`config.mk`:
```
export PLATFORM = sky130hd
export DESIGN_NAME = wb_port_arbiter_flat
export DESIGN_NICKNAME = d
export VERILOG_FILES = /design/src/rtl/wb_arb_pkg.sv /design/src/rtl/wb_port_arbiter_if.sv /design/src/rtl/wb_arb_fifo.sv /design/src/rtl/wb_port_arbiter.sv /design/src/flat_wrapper.sv
export SDC_FILE = /design/constraint.sdc
export NUM_CORES = 1
export LEC_CHECK = 0
export BUFFER_PORTS_ARGS = -buffer_cell sky130_fd_sc_hd__buf_2
export CORE_MARGIN = 3
export CORE_UTILIZATION = 54
export CTS_CLUSTER_DIAMETER = 40
export DETAILED_ROUTE_END_ITERATION = 7
export HOLD_SLACK_MARGIN = 0.12
export PLACE_DENSITY = 0.85
export SLEW_MARGIN = 10
export SYNTH_ARGS = -nofsm -noshare
export SYNTH_HDL_FRONTEND = slang
export SYNTH_HIERARCHICAL = 1
export SYNTH_SLANG_ARGS = --single-unit
```
`constraint.sdc`:
```
create_clock -name clk -period 7 [get_ports clk]
set_input_delay 1.4 -clock clk [delete_from_list [all_inputs] [get_ports clk]]
set_output_delay 1.4 -clock clk [all_outputs]
set_load 0.01 [all_outputs]
```
`src/rtl/wb_arb_pkg.sv`:
```
// Shared widths, constants and the FIFO entry type for the writeback-port arbiter.
package wb_arb_pkg;

  localparam int unsigned REG_ADR_W = 5;
  localparam int unsigned XLEN      = 32;
  localparam logic [REG_ADR_W-1:0] REG_X0 = 5'd0;

  typedef struct packed {
    logic [REG_ADR_W-1:0] rd_adr;
    logic [XLEN-1:0]      data;
  } wb_entry_t;

endpackage

```
`src/rtl/wb_port_arbiter_if.sv`:
```
// Bus bundle between the WB stage / long-latency unit and the register-file write port.
interface wb_port_arbiter_if
  import wb_arb_pkg::*;
#(
  parameter int unsigned DATA_W = XLEN
);
  logic                 pipe_wb_ctrl_RegWrite;
  logic [REG_ADR_W-1:0] pipe_rd_adr;
  logic [DATA_W-1:0]    pipe_reg_file_wr_data;
  logic                 lu_valid_i;
  logic [REG_ADR_W-1:0] lu_rd_adr_i;
  logic [DATA_W-1:0]    lu_data_i;
  logic                 lu_ready_o;
  logic                 rf_wr_en_o;
  logic [REG_ADR_W-1:0] rf_wr_adr_o;
  logic [DATA_W-1:0]    rf_wr_data_o;
  logic                 stall_o;
  logic [31:0]          pending_mask_o;

  // Driven by the pipeline / long-latency unit side.
  modport master (
    output pipe_wb_ctrl_RegWrite, pipe_rd_adr, pipe_reg_file_wr_data,
    output lu_valid_i, lu_rd_adr_i, lu_data_i,
    input  lu_ready_o, rf_wr_en_o, rf_wr_adr_o, rf_wr_data_o, stall_o, pending_mask_o
  );

  // Used by the arbiter itself.
  modport slave (
    input  pipe_wb_ctrl_RegWrite, pipe_rd_adr, pipe_reg_file_wr_data,
    input  lu_valid_i, lu_rd_adr_i, lu_data_i,
    output lu_ready_o, rf_wr_en_o, rf_wr_adr_o, rf_wr_data_o, stall_o, pending_mask_o
  );

endinterface

```
`src/rtl/wb_arb_fifo.sv`:
```
// Small FIFO of buffered long-latency results; also reports which registers are still pending.
module wb_arb_fifo
  import wb_arb_pkg::*;
#(
  parameter int unsigned DEPTH = 2
) (
  input  logic        clk,
  input  logic        rst,
  input  logic        push_i,
  input  logic        pop_i,
  input  wb_entry_t   entry_i,
  output logic        full_o,
  output logic        empty_o,
  output wb_entry_t   head_o,
  output logic [31:0] pending_mask_o
);
  localparam int unsigned PtrW = $clog2(DEPTH);
  localparam int unsigned CntW = $clog2(DEPTH + 1);

  wb_entry_t       mem_q [DEPTH];
  logic [PtrW-1:0] rd_ptr_q, wr_ptr_q;
  logic [CntW-1:0] count_q;
  logic [PtrW-1:0] offset;

  always_ff @(posedge clk) begin
    if (rst) begin
      rd_ptr_q <= '0;
      wr_ptr_q <= '0;
      count_q  <= '0;
    end else begin
      if (push_i) wr_ptr_q <= wr_ptr_q + 1'b1;
      if (pop_i)  rd_ptr_q <= rd_ptr_q + 1'b1;
      if (push_i && !pop_i)      count_q <= count_q + 1'b1;
      else if (pop_i && !push_i) count_q <= count_q - 1'b1;
    end
  end

  always_ff @(posedge clk) begin
    if (push_i) mem_q[wr_ptr_q] <= entry_i;
  end

  assign full_o  = (count_q == CntW'(DEPTH));
  assign empty_o = (count_q == '0);
  assign head_o  = mem_q[rd_ptr_q];

  // An entry is live when its distance from the read pointer is below the count.
  always_comb begin
    pending_mask_o = '0;
    offset         = '0;
    for (int unsigned i = 0; i < DEPTH; i++) begin
      offset = PtrW'(i) - rd_ptr_q;
      if (CntW'(offset) < count_q) pending_mask_o[mem_q[i].rd_adr] = 1'b1;
    end
    pending_mask_o[0] = 1'b0;
  end

endmodule

```
`src/rtl/wb_port_arbiter.sv`:
```
// Shares the register-file write port between the WB stage and buffered long-latency results.
// Optional same-cycle bypass of an idle write slot: define WB_PORT_ARBITER_BYPASS_EN.
module wb_port_arbiter
  import wb_arb_pkg::*;
#(
  parameter int unsigned DEPTH    = 2,
  parameter int unsigned MAX_WAIT = 4,
  parameter int unsigned DATA_W   = 32
) (
  input logic              clk,
  input logic              rst,
  wb_port_arbiter_if.slave bus
);
  localparam int unsigned WaitW = $clog2(MAX_WAIT + 1);

  logic             pipe_req, fifo_req, full, empty, push, pop, bypass;
  logic             stall_q, stall_d;
  logic [WaitW-1:0] wait_q, wait_d;
  wb_entry_t        head, lu_entry;

  assign pipe_req       = bus.pipe_wb_ctrl_RegWrite && (bus.pipe_rd_adr != REG_X0);
  assign fifo_req       = !empty;
  assign bus.lu_ready_o = !full && !rst;
  assign bus.stall_o    = stall_q;
  assign lu_entry       = '{rd_adr: bus.lu_rd_adr_i, data: XLEN'(bus.lu_data_i)};

`ifdef WB_PORT_ARBITER_BYPASS_EN
  assign bypass = empty && !pipe_req && !stall_q && !rst && bus.lu_valid_i &&
                  (bus.lu_rd_adr_i != REG_X0);
`else
  assign bypass = 1'b0;
`endif

  // x0 results complete the handshake but are dropped.
  assign push = bus.lu_valid_i && bus.lu_ready_o && (bus.lu_rd_adr_i != REG_X0) && !bypass;

  wb_arb_fifo #(
    .DEPTH (DEPTH)
  ) u_fifo (
    .clk            (clk),
    .rst            (rst),
    .push_i         (push),
    .pop_i          (pop),
    .entry_i        (lu_entry),
    .full_o         (full),
    .empty_o        (empty),
    .head_o         (head),
    .pending_mask_o (bus.pending_mask_o)
  );

  // While stalled the MEM/WB register is frozen, so the pipe request is safely ignored.
  always_comb begin
    pop              = 1'b0;
    bus.rf_wr_en_o   = 1'b0;
    bus.rf_wr_adr_o  = '0;
    bus.rf_wr_data_o = '0;
    if (!rst) begin
      if ((stall_q || !pipe_req) && fifo_req) begin
        pop              = 1'b1;
        bus.rf_wr_en_o   = 1'b1;
        bus.rf_wr_adr_o  = head.rd_adr;
        bus.rf_wr_data_o = DATA_W'(head.data);
      end else if (pipe_req && !stall_q) begin
        bus.rf_wr_en_o   = 1'b1;
        bus.rf_wr_adr_o  = bus.pipe_rd_adr;
        bus.rf_wr_data_o = bus.pipe_reg_file_wr_data;
      end else if (bypass) begin
        bus.rf_wr_en_o   = 1'b1;
        bus.rf_wr_adr_o  = bus.lu_rd_adr_i;
        bus.rf_wr_data_o = bus.lu_data_i;
      end
    end
  end

  always_comb begin
    wait_d = wait_q;
    if (pop || empty) begin
      wait_d = '0;
    end else if (wait_q != WaitW'(MAX_WAIT)) begin
      wait_d = wait_q + 1'b1;
    end
    stall_d = fifo_req && !pop && (wait_q == WaitW'(MAX_WAIT - 1));
  end

  always_ff @(posedge clk) begin
    if (rst) begin
      wait_q  <= '0;
      stall_q <= 1'b0;
    end else begin
      wait_q  <= wait_d;
      stall_q <= stall_d;
    end
  end

endmodule

```
`src/flat_wrapper.sv`:
```
// flat-port wrapper written by rule: the top's interface ports become plain ports
module wb_port_arbiter_flat import wb_arb_pkg::*;
#(
  parameter int unsigned DEPTH    = 2,
  parameter int unsigned MAX_WAIT = 4,
  parameter int unsigned DATA_W   = 32
)
  (clk, rst, bus_pipe_wb_ctrl_RegWrite, bus_pipe_rd_adr, bus_pipe_reg_file_wr_data, bus_lu_valid_i, bus_lu_rd_adr_i, bus_lu_data_i, bus_lu_ready_o, bus_rf_wr_en_o, bus_rf_wr_adr_o, bus_rf_wr_data_o, bus_stall_o, bus_pending_mask_o);
  wb_port_arbiter_if #(.DATA_W(DATA_W)) bus_i ();
  input logic clk;
  input logic rst;
  input wire logic [$bits(bus_i.pipe_wb_ctrl_RegWrite)-1:0] bus_pipe_wb_ctrl_RegWrite;
  input wire logic [$bits(bus_i.pipe_rd_adr)-1:0] bus_pipe_rd_adr;
  input wire logic [$bits(bus_i.pipe_reg_file_wr_data)-1:0] bus_pipe_reg_file_wr_data;
  input wire logic [$bits(bus_i.lu_valid_i)-1:0] bus_lu_valid_i;
  input wire logic [$bits(bus_i.lu_rd_adr_i)-1:0] bus_lu_rd_adr_i;
  input wire logic [$bits(bus_i.lu_data_i)-1:0] bus_lu_data_i;
  output wire logic [$bits(bus_i.lu_ready_o)-1:0] bus_lu_ready_o;
  output wire logic [$bits(bus_i.rf_wr_en_o)-1:0] bus_rf_wr_en_o;
  output wire logic [$bits(bus_i.rf_wr_adr_o)-1:0] bus_rf_wr_adr_o;
  output wire logic [$bits(bus_i.rf_wr_data_o)-1:0] bus_rf_wr_data_o;
  output wire logic [$bits(bus_i.stall_o)-1:0] bus_stall_o;
  output wire logic [$bits(bus_i.pending_mask_o)-1:0] bus_pending_mask_o;
  assign bus_i.pipe_wb_ctrl_RegWrite = bus_pipe_wb_ctrl_RegWrite;
  assign bus_i.pipe_rd_adr = bus_pipe_rd_adr;
  assign bus_i.pipe_reg_file_wr_data = bus_pipe_reg_file_wr_data;
  assign bus_i.lu_valid_i = bus_lu_valid_i;
  assign bus_i.lu_rd_adr_i = bus_lu_rd_adr_i;
  assign bus_i.lu_data_i = bus_lu_data_i;
  assign bus_lu_ready_o = bus_i.lu_ready_o;
  assign bus_rf_wr_en_o = bus_i.rf_wr_en_o;
  assign bus_rf_wr_adr_o = bus_i.rf_wr_adr_o;
  assign bus_rf_wr_data_o = bus_i.rf_wr_data_o;
  assign bus_stall_o = bus_i.stall_o;
  assign bus_pending_mask_o = bus_i.pending_mask_o;
  wb_port_arbiter #(.DEPTH(DEPTH), .MAX_WAIT(MAX_WAIT), .DATA_W(DATA_W)) u_core (.clk(clk), .rst(rst), .bus(bus_i));
endmodule
```
==> flow_summary_export.csv, run 1 <==
group,metric,value,unit
job,drv_cap,0,
synth,synth_cell_type_count,43,
synth,synth_compound_area_frac,0.07187,
placement,gp_congestion,0.8416,
cts,cts_tree,"yes",
power,power_density,214.7,mW/mm^2
detailed_routing,wl,9781,um
synth,synth_area,0.004439,mm^2
placement,portBuffers,148,
sta,finalCriticalPeriod,4698,ps
synth,ys.flop_type,"edfxtp_1",
synth,ys_seq_area_frac,0.5411,
sta,finalCritPeriodShare,0.6712,
setup_path,reg2reg_depth,5,
cts,cts_buffers,9,
synth,synthArstFlopShare,0,
finish,drive_gt1_frac,0.4263,
finish,fin_nets,586,
setup_path,regToRegEndpoint,"u_core/u_fifo/mem_q[0][35]",
global_routing,track_usage,0.2069,
detailed_routing,antenna_left,0,
synth,synthesis.nets,443,
floorplanning,core_area,0.007848,mm^2
setup_path,crit_path_start_kind,"input port",
synth,syn_area_per_cell,12.30,um^2
cts,cts_root_buf,"clkbuf_8",
synth,synthXorXnorAreaFrac,0.009865,
setup_path,startpoint,"bus_pipe_wb_ctrl_RegWrite",
setup_path,max_stage_delay,690,ps
sta,rsz0062_at_grt,"no",
synth,synthSimpleGateAreaFrac,0.1528,
finish,insertedDiodeCount,0,
min_path,holdCritPathClass,"reg2reg",
synth,synth-adder-area-share,0.01127,
sta,tns,0,ps
global_routing,grt_overflow,0,
cts,clock_latency,340,ps
detailed_routing,viasPerCell,5.570,
synth,synth_mux_area_frac,0.1750,
sta,finalSetupViolations,0,
placement,hpwl,6900,um
cts,holdBufCountCts,0,
floorplanning,die_y,96.67,um
synth,yosys.area.top_type,"edfxtp_1",
setup_path,cp_max_fo,18,
detailed_routing,drc_errors,0,
cts,numClockSinks,83,
finish,layout_commonest_cell,"buf_2",
sta,relSlewSlack,0.2439,
setup_path,cp_cell_sequence,"buf_2, nand2b_1, a21oi_4, buf_4, mux2i_1, buf_2",
floorplanning,num_rows,32,
setup_path,r2r_slack,4460,ps
cts,post-cts-setup-buffer-count,0,
cts,htree_levels,3,
global_routing,grt_max_degree,48,
power,peakVddDrop,160.5,uV
sta,worst_slew_pin_slew,1132,ps
synth,synth_seq_cells,83,
sta,hold_slack,561.6,ps
floorplanning,die_w,96.67,um
cts,clkTransAtPathRegs,80,ps
power,leakagePower,2.213,nW
finish,finalNonFillerCells,611,
global_routing,antenna_found_initial,0,
setup_path,required,5600,ps
synth,synth.top_cell.area_share,0.5006,
finish,filler_cell_count,614,
finish,multi_input_area,0.001891,mm^2
placement,place_ws,2276,ps
global_routing,grt_pass1_vias,3327,
sta,fmax,212.8,MHz
setup_path,endpoint_kind,"output port",
sta,hold_violations,0,
global_routing,grt_pass1_wl,15840,um
sta,finalMaxSlewViolations,0,
detailed_routing,drt-initial-drc-count,148,
floorplanning,die_area,0.009345,mm^2
setup_path,arrival,3300,ps
synth,synth_edf_count,74,
status,run_status,"finished, final reports clean",
synth,synthCells,361,
sta,clock_skew,9.342,ps
placement,dp.cells,595,
setup_path,cp-endpoint,"bus_rf_wr_data_o[10]",
cts,cts_max_path_buffers,2,
sta,worst_slack,2302,ps
synth,synth_warnings,6,
detailed_routing,avgRoutedWirePerCell,16.01,um
detailed_routing,first_pass_iters,5,
floorplanning,initial_core_util,0.5657,
finish,syn2layout_area_growth,21.56,%
finish,regArea,0.002404,mm^2
setup_path,path_common_cell,"buf_2",
setup_path,slowest_stage,"a21oi_4",
synth,synth_top_family_by_area,"multiplexers",
setup_path,r2r-start,"u_core/u_fifo/count_q[0]",
detailed_routing,routed-via-count,3403,
finish,layout_common_cells,"buf_2 (148), edfxtp_1 (74), nand2_1 (38)",
synth,ys_top_cells_by_area,"edfxtp_1 (50%), mux2_2 (9.4%), mux2i_1 (8.1%), nand2b_1 (4.7%), o22ai_1 (4.4%)",
cts,cts_resized,0,
setup_path,critical_path_class,"in2out",
floorplanning,num_io_pins,150,
[how the worst min path moves through the flow]
stage / from / end / slack [ps] / cells after the start
global placement: u_core/wait_q[1] / u_core/wait_q[1] / 540 / 2
CTS: u_core/wait_q[1] / u_core/wait_q[1] / 570 / 2
global route: u_core/wait_q[1] / u_core/wait_q[1] / 590 / 2
floorplan: u_core/u_fifo/wr_ptr_q / u_core/u_fifo/wr_ptr_q / 500 / 2
detailed placement: u_core/u_fifo/rd_ptr_q / flop / 550 / 2
finish: u_core/wait_q[1] / u_core/wait_q[1] / 560 / 2
[metrics by stage]
step | total power (W) | cell area [um^2] | utilization
3_5_place_dp | 0.0008446 | 5204 | 0.6631
5_1_grt | 0.001217 | 5396 | 0.6877
4_1_cts | 0.001169 | 5396 | 0.6877
6_report | 0.001159 | 5396 | 0.6877
3_3_place_gp | 0.0008357 | 5204 | 0.6631
2_1_floorplan | 0.0007640 | 4439 | -
[report_power, final]
group | leakage [nW] | total [W] | switching [W] | internal [W]
combinational | 1.38 | 0.000237 | 0.000129 | 0.000108
clock | 0.0865 | 0.000325 | 0.000162 | 0.000163
sequential | 0.751 | 0.000597 | 0.0000264 | 0.000571
total | 2.21 | 0.00116 | 0.000317 | 0.000841
[flip-flops by register name, indices dropped and copies added (netlist names), named ones only]
signal	flops
u_core/wait_q	3
u_core/u_fifo/mem_q	74
u_core/u_fifo/rd_ptr_q	1
u_core/u_fifo/wr_ptr_q	1
u_core/u_fifo/count_q	2
u_core/bus.stall_o	1
[synth_stat cells (2+ instances only)]
cell type and n:
a21oi_1 6, and2_1 2, buf_12 2, buf_4 5
clkbuf_1 8, dfxtp_1 9, edfxtp_1 74, ha_1 4
inv_1 7, mux2_2 37, mux2i_1 36, nand2_1 38
nand2b_1 33, nand3_1 6, nand3b_1 6, nand3b_2 2
nor2_1 13, nor2b_1 6, nor4_1 2, o21ai_2 3
o22ai_1 31, o32ai_1 2, or3_1 3, or3b_1 4
xnor2_1 3, xor2_1 2
[critical path, delay by kind of cell]
kind	cells	cell delay (ps)
AO/OA/AOI/OAI	1	690
buffers and inverters	3	660
multiplexers	1	260
AND/OR/NAND/NOR	1	260
[final cells by class]
class / count / area share
inverters: 7 / 0.004869
clock buffers: 9 / 0.02295
flip-flops and latches: 83 / 0.4454
repair buffers: 150 / 0.1400
well taps: 102 / 0.02365
multi-input cells: 253 / 0.3503
clock inverters: 7 / 0.01275
[kinds of logic after synthesis]
logic type	Yosys count
flip-flops	83
AND/OR/NAND/NOR	122
adder cells (fa/ha/maj)	4
AO/OA/AOI/OAI	48
buffers and inverters	25
multiplexers	73
other	1
XOR/XNOR	5
[routing by layer]
metal | vias to the layer above | GRT usage | wire (um)
li1 | 1631 | - | -
met1 | 1576 | 0.2378 | 3823
met2 | 175 | 0.3646 | 4929
met3 | 21 | 0.06273 | 818
met4 | 0 | 0.07235 | 210
met5 | - | 0 | 0
No activity file was read; power rests on OpenSTA's default activity.
==> run 2, diff against run 1 <==
--- a/config.mk
+++ b/config.mk
@@ -5,13 +5,14 @@
 export SDC_FILE = /design/constraint.sdc
 export NUM_CORES = 1
 export LEC_CHECK = 0
+export ABC_AREA = 1
 export BUFFER_PORTS_ARGS = -buffer_cell sky130_fd_sc_hd__buf_2
 export CORE_MARGIN = 3
-export CORE_UTILIZATION = 54
+export CORE_UTILIZATION = 51
 export CTS_CLUSTER_DIAMETER = 40
 export DETAILED_ROUTE_END_ITERATION = 7
 export HOLD_SLACK_MARGIN = 0.12
-export PLACE_DENSITY = 0.85
+export PLACE_DENSITY = 0.81
 export SLEW_MARGIN = 10
 export SYNTH_ARGS = -nofsm -noshare
 export SYNTH_HDL_FRONTEND = slang
==> constraint.sdc (replaced) <==
create_clock -name clk -period 4.93 [get_ports clk]
set_input_delay 0.986 -clock clk [delete_from_list [all_inputs] [get_ports clk]]
set_output_delay 0.986 -clock clk [all_outputs]
set_load 0.01 [all_outputs]
==> flow_summary_export.csv, run 2 <==
group,metric,value,unit
power,internal_power,0.001098,W
synth,synth_top_family_by_area,"simple AND/OR/NAND/NOR gates",
cts,cts_buffers,9,
power,clkPwrFrac,0.289,
global_routing,grt_pass1_wl,17200,um
setup_path,endpoint_kind,"output port",
placement,portBuffers,148,
detailed_routing,wl_met2,5480,um
floorplanning,initial_core_util,0.5289,
global_routing,antenna_found_initial,0,
finish,drive_gt1_frac,0.3641,
setup_path,crit_path_start_kind,"input port",
min_path,holdCritPathClass,"reg2reg",
placement,hpwl,7922,um
synth,ys.flop_type,"edfxtp_1",
sta,hold_violations,0,
floorplanning,num_rows,33,
detailed_routing,viasPerCell,5.723,
synth,synth_mux_area_frac,0.08250,
setup_path,arrival,2520,ps
power,peakVddDrop,189.4,uV
detailed_routing,first_pass_iters,5,
global_routing,grt_pass1_vias,3714,
power,leakagePower,2.308,nW
finish,largest_register_ffs,74,
finish,layout_commonest_cell,"buf_2",
setup_path,r2r_slack,2370,ps
cts,cts_max_path_buffers,2,
synth,yosys.area.top_type,"edfxtp_1",
finish,insertedDiodeCount,0,
finish,layout_common_cells,"buf_2 (148), nand3_1 (82), edfxtp_1 (74)",
power,power_density,291.2,mW/mm^2
floorplanning,die_area,0.009711,mm^2
sta,finalSetupViolations,0,
power,swShare,0.2874,
synth,synth.top_cell.area_share,0.5087,
sta,tns,0,ps
power,seq_power_share,0.536,
detailed_routing,routed-via-count,3886,
synth,synth.most_common_cell,"nand3_1",
synth,synth_seq_cells,83,
setup_path,cp_max_fo,21,
cts,clock_latency,350,ps
placement,gp_congestion,0.8844,
synth,synthXorXnorAreaFrac,0.004010,
synth,yosys-top-cells-count,"nand3_1 (82), edfxtp_1 (74), nand2_1 (57)",
finish,top_regs,"u_core/u_fifo/mem_q (74), u_core/wait_q (3), u_core/u_fifo/count_q (2)",
status,run_status,"finished, final reports clean",
setup_path,cp-endpoint,"bus_rf_wr_adr_o[2]",
synth,synth_warnings,6,
synth,synthSimpleGateAreaFrac,0.2337,
power,power_frac_comb,0.175,
synth,synth_cell_type_count,28,
detailed_routing,met3WireLength,930,um
setup_path,reg2reg_depth,12,
detailed_routing,drt-initial-drc-count,308,
setup_path,regToRegEndpoint,"u_core/u_fifo/count_q[1]",
floorplanning,die_w,98.55,um
sta,worst_slew_pin_slew,1119,ps
sta,rsz0062_at_grt,"no",
setup_path,critical_path_class,"in2out",
detailed_routing,wl_met1,4151,um
global_routing,grt_max_degree,43,
power,switching_power,0.0004428,W
synth,syn_area_per_cell,10.09,um^2
sta,fmax,284.9,MHz
sta,hold_slack,559.3,ps
synth,synth_edf_count,74,
finish,syn2layout_area_growth,21.14,%
cts,cts_root_buf,"clkbuf_8",
setup_path,required,3940,ps
synth,synthArstFlopShare,0,
job,drv_cap,0,
synth,synthesis.nets,515,
detailed_routing,wl,10900,um
cts,numClockSinks,83,
cts,htree_levels,3,
finish,fin_nets,651,
detailed_routing,drc_errors,0,
sta,finalCriticalPeriod,3510,ps
detailed_routing,avgRoutedWirePerCell,16.05,um
synth,synthCells,433,
cts,post-cts-setup-buffer-count,0,
finish,regMostFlops,"u_core/u_fifo/mem_q",
detailed_routing,antenna_left,0,
sta,clock_skew,11.27,ps
cts,holdBufCountCts,0,
synth,ys_top_cells_by_area,"edfxtp_1 (51%), nand3_1 (9.4%), mux2_2 (8.2%), nand4_1 (5.3%), nand2_1 (4.9%)",
cts,clkTransAtPathRegs,80,ps
setup_path,startpoint,"bus_pipe_rd_adr[0]",
floorplanning,die_y,98.55,um
synth,synth_area,0.004368,mm^2
placement,placed_cell_area,0.005110,mm^2
finish,final_area,0.005291,mm^2
global_routing,grt_overflow,0,
finish,final_util,0.6408,
sta,finalMaxSlewViolations,0,
floorplanning,num_io_pins,150,
global_routing,track_usage,0.2203,
synth,synth_compound_area_frac,0.05070,
sta,finalCritPeriodShare,0.7120,
cts,cts_resized,0,
detailed_routing,top_layer_used,"met4",
sta,relSlewSlack,0.2523,
synth,synth-adder-area-share,0.01146,
finish,filler_cell_count,684,
floorplanning,core_area,0.008258,mm^2
synth,ys_seq_area_frac,0.5500,
setup_path,r2r-start,"u_core/u_fifo/count_q[0]",
cts,cts_tree,"yes",
[run 2: area by class of cell]
| cell class | count | area, um^2 | area share |
|---|---|---|---|
| sequential | 83 | 2404 | 0.4542 |
| multi-input combinational | 292 | 1684 | 0.3183 |
| timing repair buffer | 153 | 778.2 | 0.1471 |
| tap | 105 | 131.4 | 0.02483 |
| clock buffer | 9 | 123.9 | 0.02341 |
| inverter | 30 | 112.6 | 0.02128 |
| clock inverter | 7 | 57.56 | 0.01088 |
[run 2: worst min-delay path by stage]
stage | start | endpoint | slack, ps | cells past startpoint
3_3_place_gp | u_core/u_fifo/wr_ptr_q | u_core/u_fifo/wr_ptr_q | 530 | 2
5_1_grt | u_core/u_fifo/wr_ptr_q | u_core/u_fifo/wr_ptr_q | 580 | 2
3_5_place_dp | u_core/u_fifo/wr_ptr_q | u_core/u_fifo/wr_ptr_q | 540 | 2
4_1_cts | u_core/u_fifo/wr_ptr_q | u_core/u_fifo/wr_ptr_q | 560 | 2
6_report | u_core/u_fifo/wr_ptr_q | u_core/u_fifo/wr_ptr_q | 560 | 2
2_1_floorplan | u_core/u_fifo/wr_ptr_q | u_core/u_fifo/wr_ptr_q | 490 | 2
[run 2: stage by stage]
step	worst slack, ps	instances	total power, W
global route	1293	679	0.001614
finish	1420	679	0.001541
detailed placement	1420	663	0.001111
floorplan	1479	433	0.001020
CTS	1387	679	0.001552
global placement	1439	663	0.001100
[run 2: metal layers]
metal | GRT usage | vias up
met5 | 0 | -
met4 | 0.1113 | 0
met3 | 0.03680 | 27
met2 | 0.3859 | 207
met1 | 0.2611 | 1811
li1 | - | 1841
[run 2: power groups by stage]
stage / registers [W] / clock network [W] / logic [W]
CTS: 0.000826 / 0.000457 / 0.000270
global route: 0.000829 / 0.000487 / 0.000298
finish: 0.000826 / 0.000445 / 0.000270
detailed placement: 0.000842 / 0 / 0.000269
global placement: 0.000839 / 0 / 0.000261
floorplan: 0.000827 / 0 / 0.000193
[run 2: worst max-delay path: stages]
cell	delay (ps)
buf_2	120
nor2_1	110
nand3_1	90
nand2_1	510
buf_4	340
nand3_1	100
nand2_1	110
buf_2	130
[run 2: cells by family (layout without fill, tap and decap cells)]
group / Yosys count / in the layout
buffers and inverters: 58 / 199
DFF: 83 / 83
other: 1 / 1
muxes: 32 / 32
AOI/OAI and AO/OA: 42 / 42
xor gates and xnor gates: 2 / 2
adders and majority gates: 4 / 4
and+or+nand+nor: 211 / 211
==> run 3, diff against run 2 <==
==> constraint.sdc (replaced) <==
create_clock -name clk -period 3.3 [get_ports clk]
set_input_delay 0.66 -clock clk [delete_from_list [all_inputs] [get_ports clk]]
set_output_delay 0.66 -clock clk [all_outputs]
set_load 0.01 [all_outputs]
==> flow_summary_export.csv, run 3 (synthesis gave the netlist of run 2 again) <==
group,metric,value,unit
cts,htree_levels,3,
cts,cts_resized,0,
finish,regArea,0.002404,mm^2
setup_path,cp_cell_sequence,"buf_2, nor2_1, nand3_1, nand2_1, buf_4, nand3_1, nand2_1, buf_2",
setup_path,crit_path_start_kind,"input port",
setup_path,required,2640,ps
floorplanning,die_y,98.55,um
status,run_status,"finished, final reports clean",
cts,post-cts-setup-buffer-count,0,
floorplanning,num_io_pins,150,
placement,portBuffers,148,
global_routing,grt_overflow,0,
global_routing,antenna_found_initial,0,
sta,finalMaxSlewViolations,0,
finish,largest_register_ffs,74,
setup_path,path_buf_inv,3,
finish,layout_commonest_cell,"buf_2",
floorplanning,initial_core_util,0.5289,
placement,hpwl,8416,um
setup_path,endpoint_kind,"output port",
cts,cts_buffers,9,
cts,clkTransAtPathRegs,90,ps
setup_path,cp_top_family,"simple AND/OR/NAND/NOR gates",
finish,multi_input_area,0.001684,mm^2
placement,placed_cell_area,0.005172,mm^2
finish,fin_nets,656,
finish,regMostFlops,"u_core/u_fifo/mem_q",
power,leakagePower,2.333,nW
sta,finalCritPeriodShare,0.7915,
sta,tns,0,ps
cts,clock_latency,350,ps
detailed_routing,first_pass_iters,5,
global_routing,grt_pass1_vias,3775,
sta,hold_violations,0,
global_routing,grt_max_degree,39,
cts,cts_root_buf,"clkbuf_8",
setup_path,slowest_stage,"buf_4",
finish,final_util,0.6476,
cts,cts_max_path_buffers,2,
floorplanning,die_area,0.009711,mm^2
finish,insertedDiodeCount,0,
detailed_routing,viasPerCell,5.668,
finish,syn2layout_area_growth,22.43,%
detailed_routing,drc_errors,0,
finish,layout_common_cells,"buf_2 (148), nand3_1 (82), edfxtp_1 (74)",
detailed_routing,wl,11220,um
sta,fmax,382.9,MHz
sta,relSlewSlack,0.5460,
finish,final_area,0.005348,mm^2
detailed_routing,avgRoutedWirePerCell,16.40,um
sta,worst_slew_pin_slew,678.4,ps
finish,drive_gt1_frac,0.3679,
cts,cts_tree,"yes",
sta,finalCriticalPeriod,2612,ps
sta,rsz0062_at_grt,"no",
min_path,holdCritPathClass,"in2reg",
detailed_routing,routed-via-count,3877,
cts,holdBufCountCts,0,
power,power_density,430.6,mW/mm^2
floorplanning,core_area,0.008258,mm^2
global_routing,track_usage,0.2334,
placement,gp_congestion,0.9029,
sta,hold_slack,493.7,ps
global_routing,grt_pass1_wl,18220,um
finish,filler_cell_count,698,
detailed_routing,antenna_left,0,
setup_path,max_stage_delay,350,ps
setup_path,cp_max_fo,38,
floorplanning,die_w,98.55,um
detailed_routing,drt-initial-drc-count,239,
power,peakVddDrop,280.1,uV
job,drv_cap,0,
sta,clock_skew,12.29,ps
finish,top_regs,"u_core/u_fifo/mem_q (74), u_core/wait_q (3), u_core/u_fifo/count_q (2)",
setup_path,arrival,1950,ps
setup_path,critical_path_class,"in2out",
cts,numClockSinks,83,
sta,finalSetupViolations,0,
floorplanning,num_rows,33,
run 3: cell types whose count changed in the layout (fill, tap and decap cells not counted):
cell,change
inv_6,-2
clkinvlp_4,+1
clkinv_1,+1
buf_12,+2
buf_4,+3
run 3: final cells by class:
type	instances	share of cell area
repair buffers	158	0.1572
flip-flops and latches	83	0.4495
well taps	105	0.02457
clock buffers	9	0.02316
multi-input cells	292	0.3149
inverters	30	0.02106
clock inverters	7	0.009593
run 3: metal layers:
layer,vias up,routed length [um],GRT usage,part of all wire
met4,0,142,0.07248,0.013
li1,1851,-,-,-
met1,1797,4240,0.2680,0.38
met5,-,0,0,0
met2,212,5908,0.4327,0.53
met3,17,927,0.05025,0.083
run 3: worst register-to-register path, stage by stage, from the launching register on:
cell and delay [ps]:
dfxtp_1 330, inv_1 160, nor2_1 60, nor2_1 130, nand3_1 90, inv_1 130, inv_1 90, nor2_4 480
buf_12 260
run 3: path summary, 6_finish.rpt:
check	cells after the start	slack [ps]	from	endpoint
hold reg to reg	2	580	u_core/u_fifo/count_q[0]	u_core/u_fifo/count_q[0]
setup / recovery	8	690	bus_pipe_rd_adr[4]	bus_rf_wr_adr_o[0]
setup reg to reg	8	1280	u_core/u_fifo/count_q[1]	u_core/u_fifo/mem_q[0][32]
hold / removal	1	490	bus_lu_data_i[25]	u_core/u_fifo/mem_q[0][25]
run 3: where the power goes:
group	switching [W]	leakage, nW	internal, W
sequential	0.0000285	0.751	0.00120
clock	0.000373	0.0833	0.000279
combinational	0.000259	1.50	0.000169
run 3: through the flow:
step	power (W)	std cells	setup WS [ps]
4_1_cts	0.002316	684	690.6
3_3_place_gp	0.001658	668	730.7
2_1_floorplan	0.001524	433	175.1
3_5_place_dp	0.001675	668	701.5
6_report	0.002302	684	688.2
5_1_grt	0.002406	684	608.2
